$ cat config.mk
export PLATFORM = sky130hd
export DESIGN_NAME = spi_wb_bridge_flat
export DESIGN_NICKNAME = d
export VERILOG_FILES = /design/src/rtl/spi_wb_pkg.sv /design/src/rtl/spi_wb_bridge_if.sv /design/src/rtl/spi_wb_shreg.sv /design/src/rtl/spi_wb_bridge.sv /design/src/flat_wrapper.sv
export SDC_FILE = /design/constraint.sdc
export NUM_CORES = 1
export LEC_CHECK = 0
export BUFFER_PORTS_ARGS = -buffer_cell sky130_fd_sc_hd__buf_2
export CAP_MARGIN = 20
export CORE_ASPECT_RATIO = 0.7
export CORE_MARGIN = 3
export CORE_UTILIZATION = 53
export DETAILED_ROUTE_END_ITERATION = 10
export PLACE_DENSITY = 0.8
export SLEW_MARGIN = 30
export SYNTH_ARGS = -nofsm -noshare
export SYNTH_HDL_FRONTEND = slang
export SYNTH_SLANG_ARGS = --single-unit
$ cat constraint.sdc
create_clock -name clk -period 2.15 [get_ports clk]
set_input_delay 0.215 -clock clk [delete_from_list [all_inputs] [get_ports clk]]
set_output_delay 0.215 -clock clk [all_outputs]
set_load 0.02 [all_outputs]
$ cat src/rtl/spi_wb_pkg.sv
// spi_wb_pkg -- shared definitions for the SPI-to-Wishbone bridge.
//   state_t      : bridge FSM states (also exported as a debug output)
//   MARKER_BYTE  : byte returned once a Wishbone cycle has completed
//   IDLE_BYTE    : byte returned whenever there is nothing to report
//   CMD_*        : bit positions inside the command byte
package spi_wb_pkg;

  typedef enum logic [2:0] {
    ST_IDLE    = 3'd0,
    ST_ADDR    = 3'd1,
    ST_WR_DATA = 3'd2,
    ST_WR_WAIT = 3'd3,
    ST_RD_WAIT = 3'd4,
    ST_RD_DATA = 3'd5
  } state_t;

  localparam logic [7:0] MARKER_BYTE = 8'h55;
  localparam logic [7:0] IDLE_BYTE   = 8'h00;

  localparam int CMD_W_BIT   = 7;
  localparam int CMD_CNT_MSB = 3;
  localparam int CMD_CNT_LSB = 0;

endpackage

$ cat src/rtl/spi_wb_bridge_if.sv
// spi_wb_bridge_if -- Wishbone classic single-master bus bundle.
//   master modport : the bridge (drives cyc/stb/we/adr/dat_o, samples dat_i/ack)
//   slave modport  : the target (drives dat_i/ack)
// Handshake: a request is pending while wb_stb is high; the slave completes
// it by raising wb_ack for one cycle, in which wb_dat_i is valid for reads.
// An ack seen while wb_stb is low carries no meaning and is dropped.
interface spi_wb_bridge_if #(
  parameter int ADDR_W = 16,
  parameter int DATA_W = 32
);
  logic              wb_cyc;
  logic              wb_stb;
  logic              wb_we;
  logic [ADDR_W-1:0] wb_adr;
  logic [DATA_W-1:0] wb_dat_o;
  logic [DATA_W-1:0] wb_dat_i;
  logic              wb_ack;

  modport master (
    output wb_cyc, wb_stb, wb_we, wb_adr, wb_dat_o,
    input  wb_dat_i, wb_ack
  );

  modport slave (
    input  wb_cyc, wb_stb, wb_we, wb_adr, wb_dat_o,
    output wb_dat_i, wb_ack
  );
endinterface

$ cat src/rtl/spi_wb_shreg.sv
// spi_wb_shreg -- MSB-first byte shift / parallel load register.
//   clk, rst_n : clock, asynchronous active-low reset (clears q)
//   load       : capture load_val (has priority over shift)
//   load_val   : parallel word
//   shift      : shift q left by one byte, shift_in enters at the bottom
//   shift_in   : incoming byte
//   q          : register contents; the top byte is the next byte out
module spi_wb_shreg #(
  parameter int BYTES = 4
) (
  input  logic               clk,
  input  logic               rst_n,
  input  logic               load,
  input  logic [8*BYTES-1:0] load_val,
  input  logic               shift,
  input  logic [7:0]         shift_in,
  output logic [8*BYTES-1:0] q
);
  localparam int W = 8 * BYTES;

  always_ff @(posedge clk or negedge rst_n) begin
    if (!rst_n) begin
      q <= '0;
    end else if (load) begin
      q <= load_val;
    end else if (shift) begin
      // Shift-and-or form keeps BYTES=1 legal (no zero-width slice).
      q <= (q << 8) | W'(shift_in);
    end
  end
endmodule

$ cat src/rtl/spi_wb_bridge.sv
// spi_wb_bridge -- turns a byte stream from an SPI slave shifter into
// Wishbone single/burst reads and writes.
//   clk, rst_n       : clock, asynchronous active-low reset
//   rx_data, rx_stb  : received byte and its one-cycle strobe
//   tx_data, tx_stb  : reply byte, updated one cycle after each rx_stb
//   wb               : Wishbone master (spi_wb_bridge_if.master)
//   state            : current FSM state, for observation only
// Protocol: command byte (bit7 = write, bits3:0 = words-1), ADDR_BYTES
// address bytes MSB first, then per word either DATA_BYTES write bytes or
// polling bytes. Polls return 0x00 until the bus cycle is done, then 0x55,
// after which read data follows MSB first.
// Build option SPI_WB_BRIDGE_BURST_EN: when defined, the word count is
// honoured and the address auto-increments; otherwise every command moves
// exactly one word.
module spi_wb_bridge import spi_wb_pkg::*; #(
  parameter int ADDR_BYTES = 2,
  parameter int DATA_BYTES = 4,
  parameter int BURST_MAX  = 16
) (
  input  logic                clk,
  input  logic                rst_n,
  input  logic [7:0]          rx_data,
  input  logic                rx_stb,
  output logic [7:0]          tx_data,
  output logic                tx_stb,
  spi_wb_bridge_if.master     wb,
  output state_t              state
);
  localparam int AW = 8 * ADDR_BYTES;
  localparam int DW = 8 * DATA_BYTES;

  if (ADDR_BYTES < 1 || ADDR_BYTES > 4 || DATA_BYTES < 1 || DATA_BYTES > 4 ||
      BURST_MAX < 1 || BURST_MAX > 16) begin : g_param_check
    $error("spi_wb_bridge: parameter out of range");
  end

  state_t          state_q, state_n;
  logic [AW-1:0]   adr_q, adr_n;
  logic            stb_q, stb_n;
  logic            we_q, we_n;
  logic            is_wr_q, is_wr_n;
  logic [1:0]      bcnt_q, bcnt_n;
  logic [7:0]      tx_n;
  logic            wr_shift, rd_load, rd_shift, word_done;
  logic [DW-1:0]   wr_q, rd_q;
`ifdef SPI_WB_BRIDGE_BURST_EN
  localparam logic [3:0] CNT_MAX = 4'(BURST_MAX - 1);
  logic [3:0]      cnt_q, cnt_n;
`endif

  spi_wb_shreg #(.BYTES(DATA_BYTES)) u_wr_shreg (
    .clk(clk), .rst_n(rst_n), .load(1'b0), .load_val('0),
    .shift(wr_shift), .shift_in(rx_data), .q(wr_q)
  );

  spi_wb_shreg #(.BYTES(DATA_BYTES)) u_rd_shreg (
    .clk(clk), .rst_n(rst_n), .load(rd_load), .load_val(wb.wb_dat_i),
    .shift(rd_shift), .shift_in(IDLE_BYTE), .q(rd_q)
  );

  always_comb begin
    state_n   = state_q;
    adr_n     = adr_q;
    stb_n     = stb_q;
    we_n      = we_q;
    is_wr_n   = is_wr_q;
    bcnt_n    = bcnt_q;
    tx_n      = IDLE_BYTE;
    wr_shift  = 1'b0;
    rd_load   = 1'b0;
    rd_shift  = 1'b0;
    word_done = 1'b0;
`ifdef SPI_WB_BRIDGE_BURST_EN
    cnt_n     = cnt_q;
`endif
    case (state_q)
      ST_IDLE: begin
        if (rx_stb && rx_data != IDLE_BYTE) begin
          state_n = ST_ADDR;
          is_wr_n = rx_data[CMD_W_BIT];
          bcnt_n  = '0;
`ifdef SPI_WB_BRIDGE_BURST_EN
          cnt_n   = (rx_data[CMD_CNT_MSB:CMD_CNT_LSB] > CNT_MAX) ?
                    CNT_MAX : rx_data[CMD_CNT_MSB:CMD_CNT_LSB];
`endif
        end
      end
      ST_ADDR: begin
        if (rx_stb) begin
          adr_n = (adr_q << 8) | AW'(rx_data);
          if (bcnt_q == 2'(ADDR_BYTES - 1)) begin
            bcnt_n = '0;
            if (is_wr_q) begin
              state_n = ST_WR_DATA;
            end else begin
              stb_n   = 1'b1;
              state_n = ST_RD_WAIT;
            end
          end else begin
            bcnt_n = bcnt_q + 2'd1;
          end
        end
      end
      ST_WR_DATA: begin
        if (rx_stb) begin
          wr_shift = 1'b1;
          if (bcnt_q == 2'(DATA_BYTES - 1)) begin
            bcnt_n  = '0;
            stb_n   = 1'b1;
            we_n    = 1'b1;
            state_n = ST_WR_WAIT;
          end else begin
            bcnt_n = bcnt_q + 2'd1;
          end
        end
      end
      ST_WR_WAIT, ST_RD_WAIT: begin
        // stb low inside a WAIT state means the ack has already been seen.
        // A byte arriving together with the ack still reports 0x00.
        if (stb_q) begin
          if (wb.wb_ack) begin
            stb_n   = 1'b0;
            we_n    = 1'b0;
            rd_load = (state_q == ST_RD_WAIT);
          end
        end else if (rx_stb) begin
          tx_n = MARKER_BYTE;
          if (state_q == ST_RD_WAIT) begin
            state_n = ST_RD_DATA;
            bcnt_n  = '0;
          end else begin
            word_done = 1'b1;
          end
        end
      end
      ST_RD_DATA: begin
        if (rx_stb) begin
          tx_n     = 8'(rd_q >> (DW - 8));
          rd_shift = 1'b1;
          if (bcnt_q == 2'(DATA_BYTES - 1)) begin
            bcnt_n    = '0;
            word_done = 1'b1;
          end else begin
            bcnt_n = bcnt_q + 2'd1;
          end
        end
      end
      default: state_n = ST_IDLE;
    endcase

    if (word_done) begin
`ifdef SPI_WB_BRIDGE_BURST_EN
      if (cnt_q != 4'd0) begin
        cnt_n = cnt_q - 4'd1;
        adr_n = adr_q + AW'(1);
        if (is_wr_q) begin
          state_n = ST_WR_DATA;
        end else begin
          stb_n   = 1'b1;
          state_n = ST_RD_WAIT;
        end
      end else begin
        state_n = ST_IDLE;
      end
`else
      state_n = ST_IDLE;
`endif
    end
  end

  always_ff @(posedge clk or negedge rst_n) begin
    if (!rst_n) begin
      state_q <= ST_IDLE;
      adr_q   <= '0;
      stb_q   <= 1'b0;
      we_q    <= 1'b0;
      is_wr_q <= 1'b0;
      bcnt_q  <= '0;
      tx_data <= IDLE_BYTE;
      tx_stb  <= 1'b0;
`ifdef SPI_WB_BRIDGE_BURST_EN
      cnt_q   <= '0;
`endif
    end else begin
      state_q <= state_n;
      adr_q   <= adr_n;
      stb_q   <= stb_n;
      we_q    <= we_n;
      is_wr_q <= is_wr_n;
      bcnt_q  <= bcnt_n;
      tx_stb  <= rx_stb;
      if (rx_stb) begin
        tx_data <= tx_n;
      end
`ifdef SPI_WB_BRIDGE_BURST_EN
      cnt_q   <= cnt_n;
`endif
    end
  end

  assign wb.wb_cyc   = stb_q;
  assign wb.wb_stb   = stb_q;
  assign wb.wb_we    = we_q;
  assign wb.wb_adr   = adr_q;
  assign wb.wb_dat_o = wr_q;
  assign state       = state_q;

endmodule
$ cat src/flat_wrapper.sv
// flat-port wrapper written by rule: the top's interface ports become plain ports
module spi_wb_bridge_flat import spi_wb_pkg::*;
#(
  parameter int ADDR_BYTES = 2,
  parameter int DATA_BYTES = 4,
  parameter int BURST_MAX  = 16
)
  (clk, rst_n, rx_data, rx_stb, tx_data, tx_stb, state, wb_wb_cyc, wb_wb_stb, wb_wb_we, wb_wb_adr, wb_wb_dat_o, wb_wb_dat_i, wb_wb_ack);
  spi_wb_bridge_if wb_i ();
  input  logic clk;
  input  logic rst_n;
  input  logic [7:0] rx_data;
  input  logic rx_stb;
  output logic [7:0] tx_data;
  output logic tx_stb;
  output state_t state;
  output wire logic [$bits(wb_i.wb_cyc)-1:0] wb_wb_cyc;
  output wire logic [$bits(wb_i.wb_stb)-1:0] wb_wb_stb;
  output wire logic [$bits(wb_i.wb_we)-1:0] wb_wb_we;
  output wire logic [$bits(wb_i.wb_adr)-1:0] wb_wb_adr;
  output wire logic [$bits(wb_i.wb_dat_o)-1:0] wb_wb_dat_o;
  input wire logic [$bits(wb_i.wb_dat_i)-1:0] wb_wb_dat_i;
  input wire logic [$bits(wb_i.wb_ack)-1:0] wb_wb_ack;
  assign wb_wb_cyc = wb_i.wb_cyc;
  assign wb_wb_stb = wb_i.wb_stb;
  assign wb_wb_we = wb_i.wb_we;
  assign wb_wb_adr = wb_i.wb_adr;
  assign wb_wb_dat_o = wb_i.wb_dat_o;
  assign wb_i.wb_dat_i = wb_wb_dat_i;
  assign wb_i.wb_ack = wb_wb_ack;
  spi_wb_bridge #(.ADDR_BYTES(ADDR_BYTES), .DATA_BYTES(DATA_BYTES), .BURST_MAX(BURST_MAX)) u_core (.clk(clk), .rst_n(rst_n), .rx_data(rx_data), .rx_stb(rx_stb), .tx_data(tx_data), .tx_stb(tx_stb), .wb(wb_i), .state(state));
endmodule
* Yosys cells after proc, flatten, opt, wreduce, memory -nomap -nowiden
Index checks and enable logic that the tools add are counted.
** Operators by class
- Add/subtract/negate cells :: 1
- Multipliers :: 0
- Divide/modulo/power cells :: 0
- $lt $le $gt $ge :: 0
- Eq/ne operators :: 28
- Shift-type cells :: 0
- Muxes and demuxes :: 47
- Bitwise operators :: 2
- Reduce and logical (&&, ||, !) cells :: 15
** Operators by type and width (number)
- 2-to-1 mux 32 bit :: 2
- bitwise OR 32 x 8 -> 32 bit :: 1
- 2-to-1 mux 3 bit :: 10
- 2-to-1 mux 1 bit :: 20
- 2-to-1 mux 2 bit :: 8
- bitwise OR 16 x 8 -> 16 bit :: 1
- case mux 8 bit (2 select lines) :: 1
- case mux 3 bit (5 select lines) :: 1
- != test 2 x 1 -> 1 bit, second input constant :: 7
- != test 2 bit, second input constant :: 6
- != test 3 x 1 -> 1 bit, second input constant :: 4
- != test 3 x 2 -> 1 bit, second input constant :: 3
- AND reduction 9 bit :: 1
- case mux 2 bit (4 select lines) :: 1
- nonzero test 8 bit :: 1
- 2-to-1 mux 7 bit :: 1
- AND reduction 7 bit :: 1
- == test 3 x 2 -> 1 bit, second input constant :: 2
- == test 3 bit, second input constant :: 2
- AND reduction 6 bit :: 1
- AND reduction 5 bit :: 1
- case mux 1 bit (2 select lines) :: 2
- AND reduction 2 bit :: 2
- nonzero test 2 bit :: 2
- 11 further kinds :: 12
** Word-level totals
- Register bits after elaboration :: 97
- Bits in latches :: 0
- Memory bits (writable) :: 0
- Bits in read-only memories :: 0
- Input port bits :: 44
- Output and inout port bits :: 63
- Logic and storage cells :: 103
- Memories :: 0

* Longest topological paths before layout
Gate-level depths: netlist of the first run.
- Word-level depth :: 7
- Depth in mapped cells :: 7
- Gate-level depth less buffers :: 6

* Cells and area by module
Synthesis of the first run repeated with hierarchy kept, for this count alone.
** Unflattened totals
- Cell total of the unflattened synthesis :: 419
- Area, all modules :: 4663.2 um^2
** By module, submodules not included
- spi_wb_shreg :: instances 2, cells an instance 139, area each 1515.2 um^2, seq. area each 800.8 um^2
- spi_wb_bridge :: instances 1, cells an instance 141, area each 1632.8 um^2, seq. area each 825.8 um^2

* Least setup slack after synthesis of the first run
No wires, ideal clock.
- Kind :: register -> register
- From :: register u_core.state_q[1], in the netlist u_core.state[1]
- To :: register u_core.adr_q[6], in the netlist u_core.wb.wb_adr[6]
- Library setup time :: 0.125 ns
- Arrival :: 1.546 ns
- Required time :: 2.025 ns
- Setup slack :: 0.479 ns
- Stages on the path, launching flop included :: 5
- Buffers on the path :: 1
- Clock period less this slack :: 1.671 ns
- Cell sequence :: dfrtp_1 -> nand2b_2 -> nor3_4 -> buf_4 -> mux2_2
** On the way
- Word-level cells in the longest chain between the ends :: 2
** RTL lines
- from (decl) :: line spi_wb_bridge.sv:37 : state_t state_q, state_n;
- from (signal assigned) :: line spi_wb_bridge.sv:185 : state_q <= state_n;
- == test 3 x 1 -> 1 bit :: line spi_wb_bridge.sv:76 : case (state_q)
- AND reduction 2 bit (no line)
- to (signal assigned) :: line spi_wb_bridge.sv:186 : adr_q <= adr_n;
- to (decl) :: line spi_wb_bridge.sv:38 : logic [AW-1:0] adr_q, adr_n;
No other way between the ends.
A chain may end at the register's enable or synchronous reset.

* Final worst setup path of the first run
- From :: register u_core.state_q[1], in the netlist u_core.state[1]
- To :: register u_core.u_rd_shreg.q[22]
** On the way
- Word-level cells in the longest chain between the ends :: 5
- Elaborated cells on any way between the ends :: 10
- Those cells by class :: 3 x eq/ne; 5 x mux; 2 x reduce/logical
** RTL lines
- == test 3 bit :: line spi_wb_bridge.sv:76, spi_wb_bridge.sv:124
- 2-to-1 mux 1 bit :: line spi_wb_bridge.sv:121 : if (wb.wb_ack) begin
- 2-to-1 mux 1 bit :: line spi_wb_bridge.sv:120 : if (stb_q) begin
- 2-to-1 mux 1 bit :: line spi_wb_bridge.sv:76
- 2-to-1 mux 32 bit or nonzero test 2 bit (tied branches)
- to (signal assigned) :: line spi_wb_shreg.sv:25 : q <= load_val;
- to (signal assigned) :: line spi_wb_shreg.sv:28 : q <= (q << 8) | W'(shift_in);
- to (decl) :: line spi_wb_shreg.sv:17 : output logic [8*BYTES-1:0] q
Several ways; a longest one is shown, not always the timed one.

==> out/qor.txt, run 1 <==
Syn Inst Count: 367
Leak: 0.002605 µW
ys flop type: dfrtp_1
Setup Viol. Count Final: 0
initial antenna violation count: 0
Seq cells post-synth: 97
Hold WC Path Type: primary input to flop
clock latency on the worst-skew pair: 330 ps
Sequential Power Share: 42.3%
Sink Count: 97
Total GRT Usage: 21.10%
core region area: 7482 µm²
CTS Buf Count: 9
Total Power: 7241 µW
drt first pass iters: 4
die height: 80.22 µm
setup ws final: 234.0 ps
Layout Utilization: 68.93%
first-pass GRT wire length: 15.16 mm
Max Cap Viol: 0
P&R area growth vs syn: 23.67%
Max FO, Critical Path: 32
vias in the first global route: 3,103
clock buffer depth: 2
M2 GR Usage: 35.05%
I/O pin count: 107
Synth Area per Inst: 11.36 µm²
final count of pins violating max slew: 0
Final ANT Viol Nets: 0
n_diodes: 0
Die ar.: 8986 µm²
remaining global-route overflow: 0
Initial Util: 55.74%
worst vdd ir: 0.8767 mV
Via density: 5.394
Global Route met1 Usage: 28.09%
DRC violations left: 0
cell internal pwr: 4686 µW
PwrDens: 1404 nW/µm²
CP arrival: 2160 ps
worst-margin pin slew: 624.7 ps
vias: 3,080
Period minus WS final: 1916 ps
Clk pin slew, worst setup/hold paths: 70 ps
met3 Use GR: 4.895%
Setup Slack @ Placement: 333.8 ps
Unique masters post-synth: 43
root buffer cell: clkbuf_16
die width: 112.0 µm
cell row count: 26
syn_nets: 414
initial DRC count: 142
fraction of layout cells with a size suffix above 1: 38.69%
ys async rst share: 100.0%
Fmax achieved: 521.9 MHz
WL/cell: 15.87 µm
most used routing layer: met2
Rel. slew slack: 58.35%
Worst Setup Start Kind: flop
YS warnings: 0
register area share after synthesis: 58.21%
Combinational Power Share: 32.8%
RSZ-0062 raised after global routing: no
cell area after layout: 5157 µm²
Clock power frac: 24.9%
H-tree depth: 3
DRT Wirelength: 9.063 mm
Final HPWL DP: 6.455 mm
GPL Wtd Cong: 0.8267
switching pwr: 2555 µW
EDFF count, synth: 0
final hold violation count: 0
CTS tree: built
TNS Setup: 0 ps
Setup crit end kind: flop
worst endpoint required time: 2390 ps
sw frac: 35.28%
Period Utilization, post-route: 89.12%
clock skew: 5.250 ps
WS Path Type: flop to flop
fin nets: 515
Mapped Area: 4170 µm²
largest net degree at the start of global routing: 57
Placed Instance Area: 4803 µm²
status: complete, no violations
number of I/O port buffers: 106
-- power groups by stage --
stage                     Sequential (µW)  Clock, µW  Combinational (µW)
after floorplan                      3420          0                1190
after global placement               3050          0                2300
after detailed placement             3090          0                2390
after CTS                            3060       1840                2410
after global routing                 3170       1910                2580
final                                3070       1800                2380
-- through the flow --
stage / instances / hold WS (ps)
detailed placement: 554 / 279.9
global route: 571 / 82.65
CTS: 571 / 60.36
floorplan: 367 / -80.59
finish: 571 / 76.26
global placement: 554 / 270.0
-- sequential cells by signal, summed over array words and instances (netlist names) --
signal	cells
u_core.is_wr_q	1
u_core.wb.wb_we	1
u_core.u_rd_shreg.q	32
u_core.tx_stb	1
u_core.bcnt_q	2
u_core.wb.wb_adr	16
u_core.tx_data	8
u_core.u_wr_shreg.q	32
u_core.wb.wb_cyc	1
u_core.state	3
-- placed cells by master (no fill, tap or decap), types with 4 or more instances in the layout --
master / n
dfrtp_1: 97
a21oi_1: 6
mux2_1: 9
inv_1: 6
nand3_1: 11
mux2_2: 40
a31oi_1: 25
a22o_1: 4
buf_2: 105
buf_4: 7
a221o_1: 4
nor2_1: 29
clkbuf_16: 9
nand2_1: 70
-- path summary, 6_finish.rpt --
kind,from,endpoint,slack [ps],cells after the start
worst max register to register,u_core.state[1],u_core.u_rd_shreg.q[22],230,4
worst max-delay path,u_core.state[1],u_core.u_rd_shreg.q[22],230,4
worst min-delay path,wb_wb_dat_i[3],u_core.u_rd_shreg.q[3],80,3
min in group asynchronous,rst_n,u_core.tx_data[1],440,2
max in group asynchronous,rst_n,u_core.u_wr_shreg.q[5],1020,3
worst min register to register,u_core.wb.wb_adr[10],u_core.wb.wb_adr[10],490,1
-- Yosys cell counts (all sizes together) (4+ instances only) --
cell,number,share of area [%]
dfrtp,97,58
nand2,70,6.3
mux2,51,14
nor2,32,3.2
a31oi,25,3.8
buf,20,2.7
nand3,11,1.3
inv,7,0.63
a21oi,6,0.72
clkbuf,6,0.54
a221o,4,0.96
a22o,4,0.84
-- metal layers --
layer	vias up	share of wire [%]	wire length, µm
met5	-	0	0
met4	0	1.2	111
met3	11	5.4	490
met2	85	49	4430
met1	1499	44	4030
li1	1485	-	-
-- area by class of cell --
| class | count | area [µm²] |
|---|---|---|
| Multi-Input combinational cell | 237 | 1589 |
| Clock buffer | 10 | 229.0 |
| Clock inverter | 6 | 115.1 |
| Tap cell | 98 | 122.6 |
| Sequential cell | 97 | 2427 |
| Timing Repair Buffer | 116 | 648.1 |
| Fill cell | 580 | 2325 |
| Inverter | 7 | 26.28 |
-- worst max-delay path, stage by stage, from the launching register on --
cell and delay [ps]:
dfrtp_1 640, nand2b_2 280, or2_2 520, nand2_1 160
a31oi_1 220
-- kinds of logic (layout without fill, tap and decap cells) --
kind of cell	count (synthesis)	after routing	synth area share (%)
multiplexers	51	51	13.95
flip-flops	97	97	58.21
AO/OA/AOI/OAI	52	52	8.701
adder cells (fa/ha/maj)	3	3	0.9002
buffers and inverters	33	139	3.900
AND/OR/NAND/NOR	131	131	14.34
-- what timing repair did --
action | in CTS | in global routing
gates resized for setup | 0 | 0
hold endpoints to repair | 48 | 0
hold buffers | 1 | 0
buffers inserted | 0 | 0
No activity file was read; power rests on OpenSTA's default activity.
==> inputs of run 2 (changes only) <==
CORE_UTILIZATION = 54   (was 53)
SYNTH_HIERARCHICAL = 1   (was not set)
==> out/qor.txt, run 2 <==
PwrDens: 1202 nW/µm² (-14%)
n_diodes: 0 (unchanged)
r2r worst-path depth: 5 (+1)
CP arrival: 2230 ps (+70 ps)
Setup crit end kind: flop
status: complete, no violations
reg-to-reg endpoint: u_core/state[2]
YS warnings: 6 (+6)
CP max stage delay: 540 ps (-100 ps)
Initial Util: 57.52% (+1.8 points)
Setup Viol. Count Final: 0 (unchanged)
post-CTS setup buffers: 0 (unchanged)
Period minus WS final: 1974 ps (+57.96 ps)
Buf/Inv on CP: 0 (unchanged)
Final HPWL DP: 7.312 mm (+13%)
clock latency on the worst-skew pair: 330 ps (about the same)
Mapped Area: 4663 µm² (+12%)
critical path's slowest cell: or4_4
initial DRC count: 247 (+74%)
Worst Setup Start Kind: flop
die height: 83.75 µm (+4.4%)
first-pass GRT wire length: 16.99 mm (+12%)
Synth Area per Inst: 11.13 µm² (-2.1%)
Seq cells post-synth: 97 (unchanged)
Total GRT Usage: 21.78% (+0.68 points)
vias: 3,475 (+13%)
core region area: 8108 µm² (+8.4%)
Layout Utilization: 69.48% (+0.55 points)
Hold Path End: u_core/u_rd_shreg/q[22]
post-synthesis adder-cell area fraction: 0.8049% (-0.095 points)
Simple-Gate Fraction of Synth Area: 9.498% (-4.8 points)
TNS Setup: 0 ps (unchanged)
number of I/O port buffers: 106 (unchanged)
initial antenna violation count: 0 (unchanged)
Setup Slack @ Placement: 200.6 ps (-133.2 ps)
post-synthesis compound-gate area fraction: 12.64% (+3.9 points)
final count of pins violating max slew: 0 (unchanged)
fillers: 607 (+4.7%)
fin nets: 605 (+17%)
CTS tree: built
ys async rst share: 100.0% (unchanged)
cts hold-fix bufs: 1 (unchanged)
post-synthesis mux area share: 18.54% (+4.6 points)
root buffer cell: clkbuf_16
largest family of logic cells by synthesized area: multiplexers
Sequential Area: 2427 µm² (unchanged)
Leak: 0.002482 µW (-4.7%)
Fmax achieved: 506.6 MHz (-2.9%)
Final ANT Viol Nets: 0 (unchanged)
Unique masters post-synth: 45 (+4.7%)
Area contributors post-synth: dfrtp_1, mux2i_1, o21ai_1
H-tree depth: 3 (unchanged)
Post-CTS Resized: 0 (unchanged)
vias in the first global route: 3,372 (+8.7%)
CTS Buf Count: 9 (unchanged)
Hold WC Path Type: primary input to flop
drt first pass iters: 4 (unchanged)
most frequent cells in the layout: buf_2, dfrtp_1, nand2_1
WL/cell: 15.28 µm (-3.7%)
R2R Setup Slk: 180 ps (-60 ps)
final hold violation count: 0 (unchanged)
clock skew: 8.325 ps (+3.075 ps)
I/O pin count: 107 (unchanged)
non-filler instance count after layout: 663 (+16%)
most frequent cell after synthesis: dfrtp_1
crit-path cells: ha_1 > nor4b_4 > or4_4 > or4_1 > a21oi_1
ys flop type: dfrtp_1
Inst Count DP: 647 (+17%)
Crit. Startpoint: u_core/bcnt_q[0]
worst-margin pin slew: 723.1 ps (+98.45 ps)
Die ar.: 9805 µm² (+9.1%)
Max Cap Viol: 0 (unchanged)
Rel. slew slack: 50.54% (-7.8 points)
commonest non-fill, non-tap cell in the layout: buf_2
Clk pin slew, worst setup/hold paths: 60 ps (about the same)
Sink Count: 97 (unchanged)
worst vdd ir: 0.7477 mV (-15%)
clock buffer depth: 2 (unchanged)
setup ws final: 176.0 ps (-57.96 ps)
cell taking the most area after synthesis: dfrtp_1
RSZ-0062 raised after global routing: no
P&R area growth vs syn: 20.79%
EDFF count, synth: 0 (unchanged)
largest delay contributor family on the critical path: simple AND/OR/NAND/NOR gates
DRC violations left: 0 (unchanged)
WHS Path Cells: 3 (unchanged)
area share of xor/xnor cells in the synthesized design: 0% (unchanged)
area of the multi-input gates: 2101 µm² (+32%)
remaining global-route overflow: 0 (unchanged)
Min Hold Slack: 90.18 ps (+13.92 ps)
fraction of layout cells with a size suffix above 1: 28.29% (-10 points)
reg2reg start: u_core/bcnt_q[0]
top post-synthesis cells by count: dfrtp_1, nand2_1, mux2i_1
cell row count: 27 (+3.8%)
top cell type's share of synthesized area: 52.05% (-6.2 points)
Period Utilization, post-route: 91.81% (+2.7 points)
worst endpoint required time: 2410 ps (+20 ps)
Syn Inst Count: 419 (+14%)
Max FO, Critical Path: 6 (-81%)
DRT Wirelength: 10.13 mm (+12%)
Via density: 5.241 (-2.8%)
die width: 117.1 µm (+4.5%)
largest net degree at the start of global routing: 65 (+14%)
GPL Wtd Cong: 0.8265 (about the same)
register area share after synthesis: 52.05% (-6.2 points)
WS Path Type: flop to flop
hold path startpoint: wb_wb_dat_i[22]
==> run 2: cell count changes after synthesis, sizes merged, moves of 2 or more <==
cell	change
nand3	-11
nor4	+2
a31oi	-24
inv	-2
mux2i	+65
nor2	-26
o21ai	+68
mux2	-32
a211oi	-2
buf	+7
nor4b	+2
nand4	-2
==> run 2: worst reg2reg max path, cell delays in order (launching register included) <==
cell and delay (ps):
dfrtp_1 420, ha_1 330, nor4b_4 80, or4_4 540, or4_1 400, a21oi_1 130
==> run 2: cells by family after synthesis <==
family | after synthesis
compound gates | 99
flops | 97
simple gates | 96
mux | 84
buf+inv | 39
fa+ha+maj | 3
other cells | 1
==> run 2: how the worst max path moves through the flow <==
stage,end,depth (start not counted)
5_1_grt,u_core/state[2],5
4_1_cts,u_core/state[2],5
3_3_place_gp,u_core/state[2],5
2_1_floorplan,u_core/u_wr_shreg/q[12],8
3_5_place_dp,u_core/state[2],5
6_report,u_core/state[2],5
==> run 2: final cells by class <==
class	instances	share of cell area, %
Clock buffer	15	4.576
Inverter	6	0.3998
Multi-Input combinational cell	323	37.29
Sequential cell	97	43.09
Tap cell	101	2.243
Timing Repair Buffer	121	12.39
==> run 2: layer usage <==
metal	up-vias	share of wire [%]	GRT usage [%]
li1	1715	-	-
met1	1668	49	33.16
met2	85	46	31.60
met3	7	4.3	5.145
met4	0	0.84	4.896
met5	-	0	0
==> run 2: where the power goes <==
part | switching [µW] | leakage (µW) | internal, µW
Clock | 623 | 0.000124 | 813
Combinational | 1350 | 0.00116 | 1050
Sequential | 493 | 0.00120 | 2430
==> run 2: metrics by stage <==
stage / total power (µW) / area, µm²
floorplan: 4606 / 4813
global placement: 5223 / 5365
detailed placement: 5357 / 5365
CTS: 6810 / 5633
global route: 7219 / 5633
finish: 6773 / 5633
